### src/rtl/xor_range_pkg.sv
// Shared opcode and FSM state encodings for the XOR range register file.
package xor_range_pkg;

  typedef enum logic [1:0] {
    OP_XOR_PT = 2'b00,
    OP_WRITE  = 2'b01,
    OP_QUERY  = 2'b10,
    OP_CLEAR  = 2'b11
  } op_e;

  typedef enum logic [1:0] {
    S_IDLE = 2'd0,
    S_SCAN = 2'd1,
    S_RESP = 2'd2
  } state_e;

endpackage

### src/rtl/xor_range_regfile_if.sv
// Request/result handshake bundle for the XOR range register file.
interface xor_range_regfile_if #(
  parameter int WIDTH = 8,
  parameter int DEPTH = 8
);
  localparam int AW = $clog2(DEPTH);

  logic             in_valid;
  logic             in_ready;
  logic [1:0]       op;
  logic [AW-1:0]    idx;
  logic [AW-1:0]    idx_hi;
  logic [WIDTH-1:0] val;
  logic             out_valid;
  logic             out_ready;
  logic [WIDTH-1:0] out_data;

  modport master (
    output in_valid, op, idx, idx_hi, val, out_ready,
    input  in_ready, out_valid, out_data
  );

  modport slave (
    input  in_valid, op, idx, idx_hi, val, out_ready,
    output in_ready, out_valid, out_data
  );
endinterface

### src/rtl/xor_range_regfile.sv
// DEPTH x WIDTH register file with point XOR/write, bulk clear and a
// multi-cycle range-XOR query that folds one entry per clock.
module xor_range_regfile
  import xor_range_pkg::*;
#(
  parameter int WIDTH = 8,
  parameter int DEPTH = 8
) (
  input logic              clk,
  input logic              rst,
  xor_range_regfile_if.slave bus
);
  localparam int AW = $clog2(DEPTH);

  state_e           state;
  logic [WIDTH-1:0] mem [DEPTH];
  logic [AW-1:0]    ptr;
  logic [AW:0]      cnt;
  logic [WIDTH-1:0] acc;
  logic [WIDTH-1:0] out_data_r;
  logic             accept;
  op_e              op;
  logic [WIDTH-1:0] fold;

  assign op     = op_e'(bus.op);
  assign accept = bus.in_valid && (state == S_IDLE);
  assign fold   = acc ^ mem[ptr];

  assign bus.in_ready  = (state == S_IDLE);
  assign bus.out_valid = (state == S_RESP);
  assign bus.out_data  = out_data_r;

  // Query control: latch range on accept, fold one entry per edge, hold result until consumed
  always_ff @(posedge clk) begin
    if (rst) begin
      state      <= S_IDLE;
      ptr        <= '0;
      cnt        <= '0;
      acc        <= '0;
      out_data_r <= '0;
    end else begin
      case (state)
        S_IDLE: begin
          if (accept && op == OP_QUERY) begin
            ptr   <= bus.idx;
            // Inclusive count; the AW-bit difference wraps so lo>hi covers the tail then the head
            cnt   <= {1'b0, bus.idx_hi - bus.idx} + (AW+1)'(1);
            acc   <= '0;
            state <= S_SCAN;
          end
        end
        S_SCAN: begin
          acc <= fold;
          ptr <= ptr + AW'(1);
          cnt <= cnt - (AW+1)'(1);
          if (cnt == (AW+1)'(1)) begin
            out_data_r <= fold;
            state      <= S_RESP;
          end
        end
        S_RESP: begin
          if (bus.out_ready) state <= S_IDLE;
        end
        default: state <= S_IDLE;
      endcase
    end
  end

  // Storage: updates only land while idle, so a scan always sees a frozen snapshot
  always_ff @(posedge clk) begin
    if (rst) begin
      for (int i = 0; i < DEPTH; i++) mem[i] <= '0;
    end else if (accept) begin
      case (op)
        OP_XOR_PT: mem[bus.idx] <= mem[bus.idx] ^ bus.val;
        OP_WRITE:  mem[bus.idx] <= bus.val;
        OP_CLEAR:  for (int i = 0; i < DEPTH; i++) mem[i] <= '0;
        default: ;
      endcase
    end
  end

endmodule
### src/flat_wrapper.sv
// flat-port wrapper written by rule: the top's interface ports become plain ports
module xor_range_regfile_flat import xor_range_pkg::*;
#(
  parameter int WIDTH = 8,
  parameter int DEPTH = 8
)
  (clk, rst, bus_in_valid, bus_op, bus_idx, bus_idx_hi, bus_val, bus_out_ready, bus_in_ready, bus_out_valid, bus_out_data);
  xor_range_regfile_if #(.WIDTH(WIDTH), .DEPTH(DEPTH)) bus_i ();
  input logic clk;
  input logic rst;
  input wire logic [$bits(bus_i.in_valid)-1:0] bus_in_valid;
  input wire logic [$bits(bus_i.op)-1:0] bus_op;
  input wire logic [$bits(bus_i.idx)-1:0] bus_idx;
  input wire logic [$bits(bus_i.idx_hi)-1:0] bus_idx_hi;
  input wire logic [$bits(bus_i.val)-1:0] bus_val;
  input wire logic [$bits(bus_i.out_ready)-1:0] bus_out_ready;
  output wire logic [$bits(bus_i.in_ready)-1:0] bus_in_ready;
  output wire logic [$bits(bus_i.out_valid)-1:0] bus_out_valid;
  output wire logic [$bits(bus_i.out_data)-1:0] bus_out_data;
  assign bus_i.in_valid = bus_in_valid;
  assign bus_i.op = bus_op;
  assign bus_i.idx = bus_idx;
  assign bus_i.idx_hi = bus_idx_hi;
  assign bus_i.val = bus_val;
  assign bus_i.out_ready = bus_out_ready;
  assign bus_in_ready = bus_i.in_ready;
  assign bus_out_valid = bus_i.out_valid;
  assign bus_out_data = bus_i.out_data;
  xor_range_regfile #(.WIDTH(WIDTH), .DEPTH(DEPTH)) u_core (.clk(clk), .rst(rst), .bus(bus_i));
endmodule
### config.mk
export PLATFORM = sky130hd
export DESIGN_NAME = xor_range_regfile_flat
export DESIGN_NICKNAME = d
export VERILOG_FILES = /design/src/rtl/xor_range_pkg.sv /design/src/rtl/xor_range_regfile_if.sv /design/src/rtl/xor_range_regfile.sv /design/src/flat_wrapper.sv
export SDC_FILE = /design/constraint.sdc
export NUM_CORES = 1
export LEC_CHECK = 0
export BUFFER_PORTS_ARGS = -buffer_cell sky130_fd_sc_hd__buf_2
export CAP_MARGIN = 20
export CORE_UTILIZATION = 45
export CTS_BUF_LIST = sky130_fd_sc_hd__clkbuf_4 sky130_fd_sc_hd__clkbuf_8 sky130_fd_sc_hd__clkbuf_16
export CTS_CLUSTER_DIAMETER = 30
export DETAILED_ROUTE_END_ITERATION = 7
export GPL_TIMING_DRIVEN = 0
export PLACE_DENSITY_LB_ADDON = 0.15
export SLEW_MARGIN = 20
export SYNTH_ARGS = -nofsm -noshare
export SYNTH_HDL_FRONTEND = slang
export SYNTH_SLANG_ARGS = --single-unit
### constraint.sdc
create_clock -name clk -period 2.5 [get_ports clk]
set_input_delay 0 -clock clk [delete_from_list [all_inputs] [get_ports clk]]
set_output_delay 0 -clock clk [all_outputs]
set_load 0.01 [all_outputs]
# Yosys cells after proc, flatten, opt, wreduce, memory -nomap -nowiden
# Memory sizes are Yosys's and may differ from the RTL's. A register that Yosys moved wholly into a read port is not among the register bits.
# Cells that the tools add are included.
# Widths: inputs -> output; s select.
# totals
in_bits	20
regBits	25
ramBits	64
memories	1
# op_classes
eq_ne	9
n_bitwise	11
add_sub_neg	4
reduce_logical	9
n_mux	38
# memory_table
name	depth	word_bits	read_ports	rd_ports_with_merged_regs	wr	line	text
u_core.mem	8	8	2	1	8	xor_range_regfile.sv:16	logic [WIDTH-1:0] mem [DEPTH];
# op_table
cell	n
$mux 8	11
$pmux 8 s2	1
$xor 8x8->8	2
$mux 1	15
$mux 3	4
$or 1x1->1	9
$pmux 4 s2	1
$reduce_or 8->1	1
$eq 2x2->1 const B	3
$mux 2	3
$pmux 2 s3	1
$pmux 3 s2	1
$add 3x1->4 const B	1
$eq 2x1->1 const B	2
$eq 4x1->1 const B	1
$logic_not 2->1	2
$mux 4	1
$ne 2x1->1 const B	2
$reduce_and 2->1	2
$sub 4x1->4 const B	1
$add 3x1->3 const B	1
$reduce_and 3->1	1
$sub 3x3->3	1
$logic_and 1x1->1	2
other kinds (2)	2

# Depth between registers and ports, before layout
# depth
depth_word	8
depth_mapped	8

# Least setup slack after synthesis
# Ideal clock, no wire load.
# synth_path
kind	register to register
start	reg u_core.state[1]
end	mem u_core.mem[6][0], enable pin
stages_incl_launch_ff	6
path_buffers	1
setup_time_ps	334
path_slack_ps	485
arrival_time_ps	1681
required_time_ps	2166
cell_sequence	dfxtp_1 > or3b_1 > nor3_1 > and3_1 > clkbuf_1 > nand2b_1
# synth_lines
element	line	text
start: declaration	xor_range_regfile.sv:15	state_e state;
start signal: assignment	xor_range_regfile.sv:36	state <= S_IDLE;
start signal: assignment	xor_range_regfile.sv:49	state <= S_SCAN;
start signal: assignment	xor_range_regfile.sv:58	state <= S_RESP;
end: declaration	xor_range_regfile.sv:16	

==> flow_summary.json <==
{
  "status": "finished clean",
  "syn-num-nets": 453,
  "routedWlPerCell_um": 21.31,
  "hold_viol": 0,
  "yosysMostFrequentCell": "edfxtp_1",
  "post-dp-hpwl_um": 8717,
  "gp_congestion": 0.7846,
  "seq_area_frac_synth": 0.4964,
  "dieArea_sq_mm": 0.01154,
  "vias": 3603,
  "place_ws_ns": -0.3167,
  "rsz0062_at_grt": "yes",
  "max_clock_freq_mhz": 401.9,
  "criticalPathCategory": "reg -> reg",
  "n_antenna_cell": 0,
  "r2r_end": "u_core.mem[2][4]$_SDFFCE_PN0P_",
  "cts_max_level": 3,
  "synthFlopType": "edfxtp_1",
  "numCtsBuffers": 9,
  "post-route-util": 0.5136,
  "clockBufferDepth": 2,
  "synth-edff-count": 64,
  "path_cells": "or3b_1, nor3_1, nand2_1, nand2_2",
  "drt_wl_total_um": 13060,
  "path_buf_inv": 0,
  "cap_violations": 0,
  "drt_iter0_markers": 277,
  "critPathMaxFanout": 9,
  "syn_inst": 427,
  "core_area_sq_mm": 0.01084,
  "critical_path_required_ns": 2.56,
  "wl_met3_um": 695,
  "clkTransAtPathRegs_ns": 0.09,
  "whs_path_depth": 4,
  "met1_length_um": 5287,
  "grt_pass1_vias": 3687,
  "rows": 38,
  "antenna_found_initial": 0,
  "setup_slack_ns": 0.01155,
  "crit_slowest_cell": "or3b_1",
  "p_leak_nw": 2.059,
  "crit_family": "simple AND/OR/NAND/NOR gates",
  "io_pins": 30,
  "timing.final.crit_period_ns": 2.488,
  "firstDrtPassIters": 5,
  "dpl_cell_area_sq_mm": 0.005316,
  "syn_area_per_cell_sq_um": 11.71,
  "p_per_area_mw_per_mm2": 594.0,
  "r2r-start": "u_core.state[1]$_SDFFE_PP0P_",
  "finalSetupViolations": 0,
  "worst_pin_slew_ns": 0.8801,
  "min_path_type": "in -> reg",
  "max_slew_margin": 0.4111,
  "cts_tree": "built",
  "grtUsageTotal": 0.2466,
  "ff2ff_setup_slack_ns": 0.01,
  "cp.arrival_ns": 2.54,
  "cts.sinks": 92,
  "die_w_um": 107.4,
  "ys_ff_latch": 92,
  "crit_path_start_kind": "flip-flop",
  "yosysUniqueCellTypes": 43,
  "design_area_sq_mm": 0.005568,
  "grt_pass1_wl_um": 20080,
  "die_height_um": 107.4,
  "rr_worst_depth": 4,
  "io_buffers": 27,
  "syn_area_sq_mm": 0.005001,
  "drc": 0,
  "critPathMaxStageDelay_ns": 0.51,
  "grt_overflow": 0,
  "yosys_warnings": 0,
  "routed-wl-met2_um": 6642,
  "synth_top_area_cell": "edfxtp_1",
  "start_util": 0.4613,
  "ant_nets": 0,
  "hold_end": "u_core.cnt[2]$_SDFFE_PP0P_",
  "maxSlewViolCount": 0,
  "drive_above_1_share": 0.2262,
  "netlist.area_leader.share": 0.3843,
  "critPathCaptureType": "flip-flop",
  "ir_worst_vdd_mv": 0.3331,
  "dr.max_layer_used": "met4",
  "synthTopCellsByArea": "edfxtp_1 (38%), dfxtp_1 (11%), mux4_2 (11%)",
  "ys_top_cells_by_count": "edfxtp_1 (64), a21oi_1 (51), mux2i_1 (41)",
  "vias_per_cell": 5.878,
  "grt_max_degree": 16,
  "fin_crit_sh": 0.9954,
  "hp-start": "bus_idx_hi[2]",
  "dp_cells": 594,
  "insertion_delay_ns": 0.38,
  "syn2layout_area_growth_pct": 11.33,
  "root_buffer": "clkbuf_8",
  "nNetsFinal": 494,
  "async_reset_ff_frac": 0,
  "skew_ns": 0.007350,
  "layoutNonFillerInstCount": 613
}
==> per-stage QoR <==
step / total power (W) / hold slack (ns) / TNS (ns)
2_1_floorplan: 0.002243 / 0.07831 / 0
3_3_place_gp: 0.002382 / 0.2675 / -32.23
3_5_place_dp: 0.002409 / 0.2760 / -10.10
4_1_cts: 0.003314 / 0.01842 / -0.3911
5_1_grt: 0.003438 / 0.04498 / -2.230
6_report: 0.003307 / 0.02589 / 0
==> layout by cell type, fill, tap and decap left out, types with 4 or more instances in the layout <==
cell type / instances
clkbuf_1: 7
mux4_2: 24
buf_2: 38
nand2_2: 7
inv_1: 9
mux2i_1: 41
o21ai_0: 4
nand2_1: 20
edfxtp_1: 64
nor2_1: 35
clkbuf_8: 9
dfxtp_1: 28
a21oi_1: 51
and3b_1: 8
a21boi_1: 11
clkinv_1: 4
nand3_1: 10
ha_1: 5
nor4_1: 8
nor2b_1: 11
o22a_1: 8
or3_1: 9
o21ai_1: 8
a21boi_2: 5
==> tightest hold or removal path, delay by kind of cell <==
family / cells / cell delay, ns
AOI/OAI and AO/OA: 1 / 0.06
buffers and inverters: 1 / 0.08
xor gates and xnor gates: 2 / 0.22
==> report_power, final <==
group	switching (W)	leakage, nW	total (W)	internal (W)
clock network	0.000561	0.0861	0.000918	0.000357
registers	0.0000881	0.901	0.00184	0.00175
logic	0.000304	1.07	0.000553	0.000249
==> worst max path at each step <==
stage	from	endpoint	slack, ns	cells after the start
floorplan	u_core.state[1]$_SDFFE_PP0P_	u_core.mem[6][0]$_SDFFCE_PN0P_	0.48	5
finish	u_core.state[1]$_SDFFE_PP0P_	u_core.mem[2][4]$_SDFFCE_PN0P_	0.01	4
global placement	u_core.state[1]$_SDFFE_PP0P_	u_core.mem[2][5]$_SDFFCE_PN0P_	-0.50	6
detailed placement	u_core.state[1]$_SDFFE_PP0P_	u_core.mem[1][1]$_SDFFCE_PN0P_	-0.32	5
CTS	u_core.state[1]$_SDFFE_PP0P_	u_core.mem[3][5]$_SDFFCE_PN0P_	-0.05	4
global route	u_core.state[1]$_SDFFE_PP0P_	u_core.mem[2][6]$_SDFFCE_PN0P_	-0.12	4
==> cell families after synthesis <==
group | after synthesis | share of synthesized area
flip-flops | 92 | 0.4964
XOR/XNOR | 4 | 0.007007
adder cells (fa/ha/maj) | 6 | 0.01651
AO/OA/AOI/OAI | 94 | 0.1148
AND/OR/NAND/NOR | 128 | 0.1329
multiplexers | 65 | 0.1901
buffers and inverters | 38 | 0.04228
==> layout make-up <==
class,count,area (sq um)
buffer,26,166.4
clock buffer,9,123.9
clock inverter,7,42.54
fill,1004,5273
inverter,10,37.54
multi-input combinational,297,2360
sequential,92,2482
tap,140,175.2
timing repair buffer,32,180.2
==> per-layer routing <==
metal | vias up | global-route usage
met5 | - | 0
met4 | 0 | 0.1341
met3 | 36 | 0.03814
met2 | 120 | 0.4295
met1 | 1751 | 0.2918
li1 | 1696 | -
==> what timing repair did <==
action | in CTS | in global routing
setup endpoints to repair | 116 | 73
hold buffers | 3 | 0
endpoints found under the hold margin | 6 | 0
setup buffers | 0 | 2
pin swaps | 0 | 1
resized for setup | 12 | 3
==> flip-flops by register name, indices dropped and copies added (netlist names), named ones only <==
signal and flops:
u_core.acc 8, u_core.bus.out_data 8, u_core.cnt 4, u_core.mem 64, u_core.ptr 3, u_core.state 2
Note: power is estimated with default switching activity, not from simulation.
